$ cat src/rtl/ins_controller.sv
`default_nettype none
// ============================================================================
//  Module   : ins_controller
//  Purpose  : Multi-cycle control FSM for the 8-bit core. Sequences
//             fetch / decode / execute / memory / writeback, drives the PC,
//             IR, register file, ALU and a req/ack memory port, counts
//             retired instructions and latches a fault on memory timeout.
//  Ports    : clk, rst (async, active-high)
//             start                  - leave IDLE
//             opcode, rt_rd, rs      - decoder fields
//             zero                   - datapath zero flag (sampled in EXEC)
//             mem_ack / mem_req,
//             mem_we, addr_sel       - shared memory port
//             ir_load, pc_load,
//             pc_src, reg_we,
//             reg_wsel, alu_op,
//             wb_sel                 - datapath controls
//             halted, fault          - stop status
//             instr_count            - saturating retired-instruction count
//             state_dbg              - current state encoding
//  Revision : 1.0 - initial release
// ============================================================================
module ins_controller #(
   parameter int TIMEOUT = 15,
   parameter int CNT_W   = 16
) (
   input  logic             clk,
   input  logic             rst,
   input  logic             start,
   input  logic [2:0]       opcode,
   input  logic             rt_rd,
   input  logic             rs,
   input  logic             zero,
   input  logic             mem_ack,
   output logic             mem_req,
   output logic             mem_we,
   output logic             addr_sel,
   output logic             ir_load,
   output logic             pc_load,
   output logic             pc_src,
   output logic             reg_we,
   output logic             reg_wsel,
   output logic             alu_op,
   output logic [1:0]       wb_sel,
   output logic             halted,
   output logic             fault,
   output logic [CNT_W-1:0] instr_count,
   output logic [2:0]       state_dbg
);

   typedef enum logic [2:0] {
      S_IDLE   = 3'd0,
      S_FETCH  = 3'd1,
      S_DECODE = 3'd2,
      S_EXEC   = 3'd3,
      S_MEM    = 3'd4,
      S_WB     = 3'd5,
      S_HALT   = 3'd6
   } state_t;

   localparam logic [2:0] c_op_add  = 3'b000;
   localparam logic [2:0] c_op_sub  = 3'b001;
   localparam logic [2:0] c_op_ldi  = 3'b010;
   localparam logic [2:0] c_op_ld   = 3'b011;
   localparam logic [2:0] c_op_st   = 3'b100;
   localparam logic [2:0] c_op_beqz = 3'b101;
   localparam logic [2:0] c_op_jmp  = 3'b110;

   localparam logic [7:0]       c_tmo_max = 8'(TIMEOUT);
   localparam logic [CNT_W-1:0] c_cnt_max = '1;

   state_t           state_q, state_d;
   logic [7:0]       tmo_q, tmo_d;
   logic             fault_q, fault_d;
   logic [CNT_W-1:0] cnt_q, cnt_d;
   logic             w_retire_halt;

   // rs only steers the datapath address mux (via addr_sel); the FSM itself
   // never needs its value.
   logic w_unused_rs;
   assign w_unused_rs = rs;

   always_comb begin
      state_d       = state_q;
      tmo_d         = tmo_q;
      fault_d       = fault_q;
      w_retire_halt = 1'b0;
      mem_req       = 1'b0;
      mem_we        = 1'b0;
      addr_sel      = 1'b0;
      ir_load       = 1'b0;
      pc_load       = 1'b0;
      pc_src        = 1'b0;
      reg_we        = 1'b0;
      reg_wsel      = 1'b0;
      alu_op        = 1'b0;
      wb_sel        = 2'b00;
      halted        = 1'b0;

      case (state_q)
         S_IDLE: begin
            if (start) begin
               state_d = S_FETCH;
               tmo_d   = 8'd0;
            end
         end

         S_FETCH: begin
            mem_req = 1'b1;
            // An ack arriving on the final allowed cycle still completes.
            if (mem_ack) begin
               ir_load = 1'b1;
               state_d = S_DECODE;
            end else if (tmo_q == c_tmo_max) begin
               state_d = S_HALT;
               fault_d = 1'b1;
            end else begin
               tmo_d = tmo_q + 8'd1;
            end
         end

         S_DECODE: begin
            if (opcode == 3'b111) begin
               state_d       = S_HALT;
               w_retire_halt = 1'b1;
            end else begin
               state_d = S_EXEC;
            end
         end

         S_EXEC: begin
            case (opcode)
               c_op_add, c_op_sub: begin
                  alu_op  = (opcode == c_op_sub);
                  state_d = S_WB;
               end
               c_op_ldi: state_d = S_WB;
               c_op_ld, c_op_st: begin
                  state_d = S_MEM;
                  tmo_d   = 8'd0;
               end
               c_op_beqz: begin
                  pc_load = 1'b1;
                  pc_src  = zero;
                  state_d = S_FETCH;
                  tmo_d   = 8'd0;
               end
               c_op_jmp: begin
                  pc_load = 1'b1;
                  pc_src  = 1'b1;
                  state_d = S_FETCH;
                  tmo_d   = 8'd0;
               end
               // HALT is diverted in DECODE; reaching here means the
               // decoder fields changed mid-instruction, so stop safely.
               default: state_d = S_HALT;
            endcase
         end

         S_MEM: begin
            mem_req  = 1'b1;
            addr_sel = 1'b1;
            mem_we   = (opcode == c_op_st);
            if (mem_ack) begin
               if (opcode == c_op_st) begin
                  pc_load = 1'b1;
                  state_d = S_FETCH;
                  tmo_d   = 8'd0;
               end else begin
                  state_d = S_WB;
               end
            end else if (tmo_q == c_tmo_max) begin
               state_d = S_HALT;
               fault_d = 1'b1;
            end else begin
               tmo_d = tmo_q + 8'd1;
            end
         end

         S_WB: begin
            reg_we   = 1'b1;
            reg_wsel = rt_rd;
            pc_load  = 1'b1;
            alu_op   = (opcode == c_op_sub);
            if (opcode == c_op_ldi)
               wb_sel = 2'b01;
            else if (opcode == c_op_ld)
               wb_sel = 2'b10;
            else
               wb_sel = 2'b00;
            state_d = S_FETCH;
            tmo_d   = 8'd0;
         end

         S_HALT: begin
            halted = 1'b1;
         end

         // Unused encoding 7 falls back to IDLE.
         default: state_d = S_IDLE;
      endcase

      cnt_d = cnt_q;
      if ((pc_load || w_retire_halt) && (cnt_q != c_cnt_max))
         cnt_d = cnt_q + 1'b1;
   end

   always_ff @(posedge clk or posedge rst) begin
      if (rst) begin
         state_q <= S_IDLE;
         tmo_q   <= 8'd0;
         fault_q <= 1'b0;
         cnt_q   <= '0;
      end else begin
         state_q <= state_d;
         tmo_q   <= tmo_d;
         fault_q <= fault_d;
         cnt_q   <= cnt_d;
      end
   end

   assign fault       = fault_q;
   assign instr_count = cnt_q;
   assign state_dbg   = state_q;

endmodule
`default_nettype wire

$ cat config.mk
export PLATFORM = sky130hd
export DESIGN_NAME = ins_controller
export DESIGN_NICKNAME = d
export VERILOG_FILES = /design/src/rtl/ins_controller.sv
export SDC_FILE = /design/constraint.sdc
export NUM_CORES = 1
export LEC_CHECK = 0
export ABC_AREA = 1
export CAP_MARGIN = 20
export CORE_AREA = 3 3 72 74
export DETAILED_ROUTE_END_ITERATION = 8
export DIE_AREA = 0 0 75 77
export PLACE_DENSITY = 0.82
export SLEW_MARGIN = 30
export SYNTH_ARGS = -nofsm -noshare
export SYNTH_HDL_FRONTEND = slang
export SYNTH_SLANG_ARGS = --single-unit
$ cat constraint.sdc
create_clock -name clk -period 2.1 [get_ports clk]
set_input_delay 0.42 -clock clk [delete_from_list [all_inputs] [get_ports clk]]
set_output_delay 0.42 -clock clk [all_outputs]
set_load 0.005 [all_outputs]
==> out/summary.txt <==
Vias per cell - 5.21
CTS tree - yes
CTS Sinks - 28
Hold path cells - 1
Cell Area, Placed - 2690 um^2
Syn_nets - 317
CP max FO - 1
Vias - 2229
# diodes - 0
Switch Pwr - 235 uW
Synth Warn # - 0
CP bufs+invs - 2
Worst path top cell family by delay - buffers and inverters
Avg Inst Size Synth - 6.79 um^2
Slew headroom - 69.6%
Multiplexer area fraction after synthesis - 0%
FF+latch count, synth - 28
Longest Clk Path Bufs - 2
Finish-stage setup viols - 0
Worst-Skew Late Latency - 0.27 ns
Slowest-stage cell, CP - clkdlybuf4s50_1
Leak - 0.00142 uW
Starting Density - 44.4%
Core Rows - 25
PD cells - 352 nW/um^2
Worst hold slack - 0.486 ns
Vias in the first global route - 2049
Critical Path Stages - 4
Tightest Pin Transition - 0.454 ns
Cell area after synthesis - 2070 um^2
Combinational Power Share - 10.2%
HP Class - flop to flop
Final instance area - 2830 um^2
Req. time, crit path - 1.68 ns
Num ports - 42
Setup CP Type - primary input to primary output
Fin. Hold Viols - 0
Initial antenna violation count - 0
Reg2Reg Depth - 9
Most frequent cell on the critical path - clkdlybuf4s50_1
Slew Limit Fails - 0
Max cap viols - 0
Adder-Cell Fraction of Synth Area - 1.21%
GP Congestion - 0.886
Setup WS pre-CTS - -0.259 ns
Netlist cell types - 33
Final WS setup - 0.0142 ns
Area delta synth->final - 36.7%
Fin nets - 387
Pre-Repair DR Iteration Count - 4
Post-layout util - 60.8%
Storage cell area - 703 um^2
Die Span X - 75 um
Synthesized instance count - 305
RSZ-0062 raised after global routing - no
CTS buffer count - 3
Clk_skew - 0.00311 ns
Filler cell count - 445
Final WL - 5160 um
Drt initial violations - 144
Post-synthesis compound-gate area fraction - 7.19%
Worst-path clk slew - 0.09 ns
Post-detail-place hpwl - 3850 um
Worst-path cell chain - clkdlybuf4s50_1 > nand4_1 > a21oi_1 > clkdlybuf4s50_1
Simple-gate portion of the synthesized area - 46.9%
Layout cell share with drive strength beyond 1 - 17.4%
Min cycle time layout - 2.09 ns
Area taken by multi-input logic gates - 1270 um^2
Post-Synth XOR/XNOR Area - 4.23%
GRT Util Overall - 19.3%
Core area - 4660 um^2
Outcome - finished, final reports clean
Seq pwr share - 56.4%
Sw frac - 23.6%
Seq/Total Area, Yosys - 33.8%
Startpoint Class - primary input
Die Ht - 77 um
CP max stage delay - 0.52 ns
First-pass GRT wire length - 9160 um
Clock power share - 33.4%
Final period util - 99.3%
Overall Power - 998 uW
Antenna Nets Post-Route - 0
Fmax - 479 MHz
Worst vdd ir - 0.282 mV
WL per Instance - 12.1 um
Die area - 5780 um^2
Main combinational cell family by area after synthesis - simple AND/OR/NAND/NOR gates
Worst EP arrival - 1.67 ns
Worst reg2reg setup slack - 0.31 ns
Int Pwr - 763 uW
Crit end category - primary output
Root buf cell - clkbuf_8
Total gr overflow - 0
DRC errors left - 0
PortBufs - 40
Largest net degree at the start of global routing - 29
H-tree Lvls - 1
Post-cts hold buffer count - 0
cells in the final DEF, fill, tap and decap left out, drive strengths merged:
| cell | Yosys | routed |
|---|---|---|
| nand2 | 110 | 110 |
| nand3 | 44 | 44 |
| buf | 4 | 31 |
| nor2 | 31 | 31 |
| clkdlybuf4s50 | 0 | 30 |
| dfrtp | 28 | 28 |
| inv | 28 | 28 |
| nand4 | 12 | 12 |
| a21oi | 9 | 9 |
| o21ai | 8 | 8 |
| dlygate4sd2 | 0 | 7 |
| xnor2 | 6 | 6 |
| nor3 | 5 | 5 |
| xor2 | 4 | 4 |
| clkbuf | 1 | 4 |
| nand3b | 3 | 3 |
| o21bai | 3 | 3 |
| ha | 2 | 2 |
| a21o | 1 | 1 |
| o211ai | 1 | 1 |
| or2 | 1 | 1 |
| o21a | 1 | 1 |
| a211oi | 1 | 1 |
| nor4 | 1 | 1 |
| and2 | 1 | 1 |
| clkdlybuf4s15 | 0 | 1 |
| dlymetal6s2s | 0 | 1 |
logic make-up after synthesis:
kind of cell / count (synthesis)
simple gates: 208
buf+inv: 33
flops: 28
compound gates: 24
xor+xnor: 10
fa+ha+maj: 2
layer usage:
layer  up-vias  global-route usage, %  share of wire, %
met5         -                      0                 0
met4         0                   3.74              0.41
met3         2                   3.41               3.6
met2        55                   30.9                49
met1      1033                   26.9                47
li1       1139                      -                 -
cell type report:
class                      instances  area share, %
tap                               54           2.39
multi-input combinational        244           44.9
timing repair buffer              70           22.2
inverter                          28           3.71
sequential                        28           24.8
clock buffer                       4           1.94
synthesized netlist by cell type:
cell type | instances | area share [%]
nand2_1 | 105 | 19
nand3_1 | 39 | 9.4
dfrtp_1 | 28 | 34
nor2_1 | 27 | 4.9
inv_1 | 24 | 4.4
nand4_1 | 12 | 3.6
a21oi_1 | 8 | 1.9
o21ai_0 | 8 | 1.9
xnor2_1 | 6 | 2.5
nor3_1 | 5 | 1.2
inv_2 | 4 | 0.72
nand3_2 | 4 | 1.9
xor2_1 | 4 | 1.7
nand2_2 | 3 | 0.91
nand3b_1 | 3 | 1.1
nor2_4 | 3 | 1.6
o21bai_1 | 3 | 1.1
buf_2 | 2 | 0.48
ha_1 | 2 | 1.2
nand2_4 | 2 | 1.1
a211oi_1 | 1 | 0.36
a21o_1 | 1 | 0.36
a21oi_4 | 1 | 0.79
and2_1 | 1 | 0.30
buf_4 | 1 | 0.36
buf_6 | 1 | 0.54
clkbuf_1 | 1 | 0.18
nand3_4 | 1 | 0.85
nor2_2 | 1 | 0.30
nor4_1 | 1 | 0.30
o211ai_1 | 1 | 0.36
o21a_1 | 1 | 0.36
or2_2 | 1 | 0.30
sequential cells by signal, summed over array words and instances, names as in the netlist:
signal,flops
fault,1
instr_count,16
state_dbg,3
tmo_q,8
through the flow:
step / cells / TNS, ns
floorplan: 305 / 0
global placement: 417 / -1.44
detailed placement: 417 / -1.74
CTS: 424 / -0.0657
global route: 428 / 0
finish: 428 / 0
worst paths after layout:
check | startpoint | end
worst max-delay path | zero | pc_src
worst min-delay path | fault$_DFFE_PP0P_ | fault$_DFFE_PP0P_
worst max register to register | instr_count[0]$_DFFE_PP0P_ | instr_count[3]$_DFFE_PP0P_
worst min register to register | fault$_DFFE_PP0P_ | fault$_DFFE_PP0P_
max in group asynchronous | rst | state_dbg[1]$_DFFE_PP0P_
min in group asynchronous | rst | tmo_q[0]$_DFFE_PP0P_
power by group through the flow:
stage	clock (uW)	sequential [uW]	combinational [uW]
6_report	333	563	102
3_5_place_dp	0	573	102
4_1_cts	340	563	102
2_1_floorplan	0	568	58.0
5_1_grt	363	565	118
3_3_place_gp	0	573	98.4
what timing repair did:
action	in CTS	in global routing
pin swaps	0	1
setup buffers	3	4
gates resized for setup	17	7
setup endpoints to repair	9	6
(Power assumes the default switching activity.)
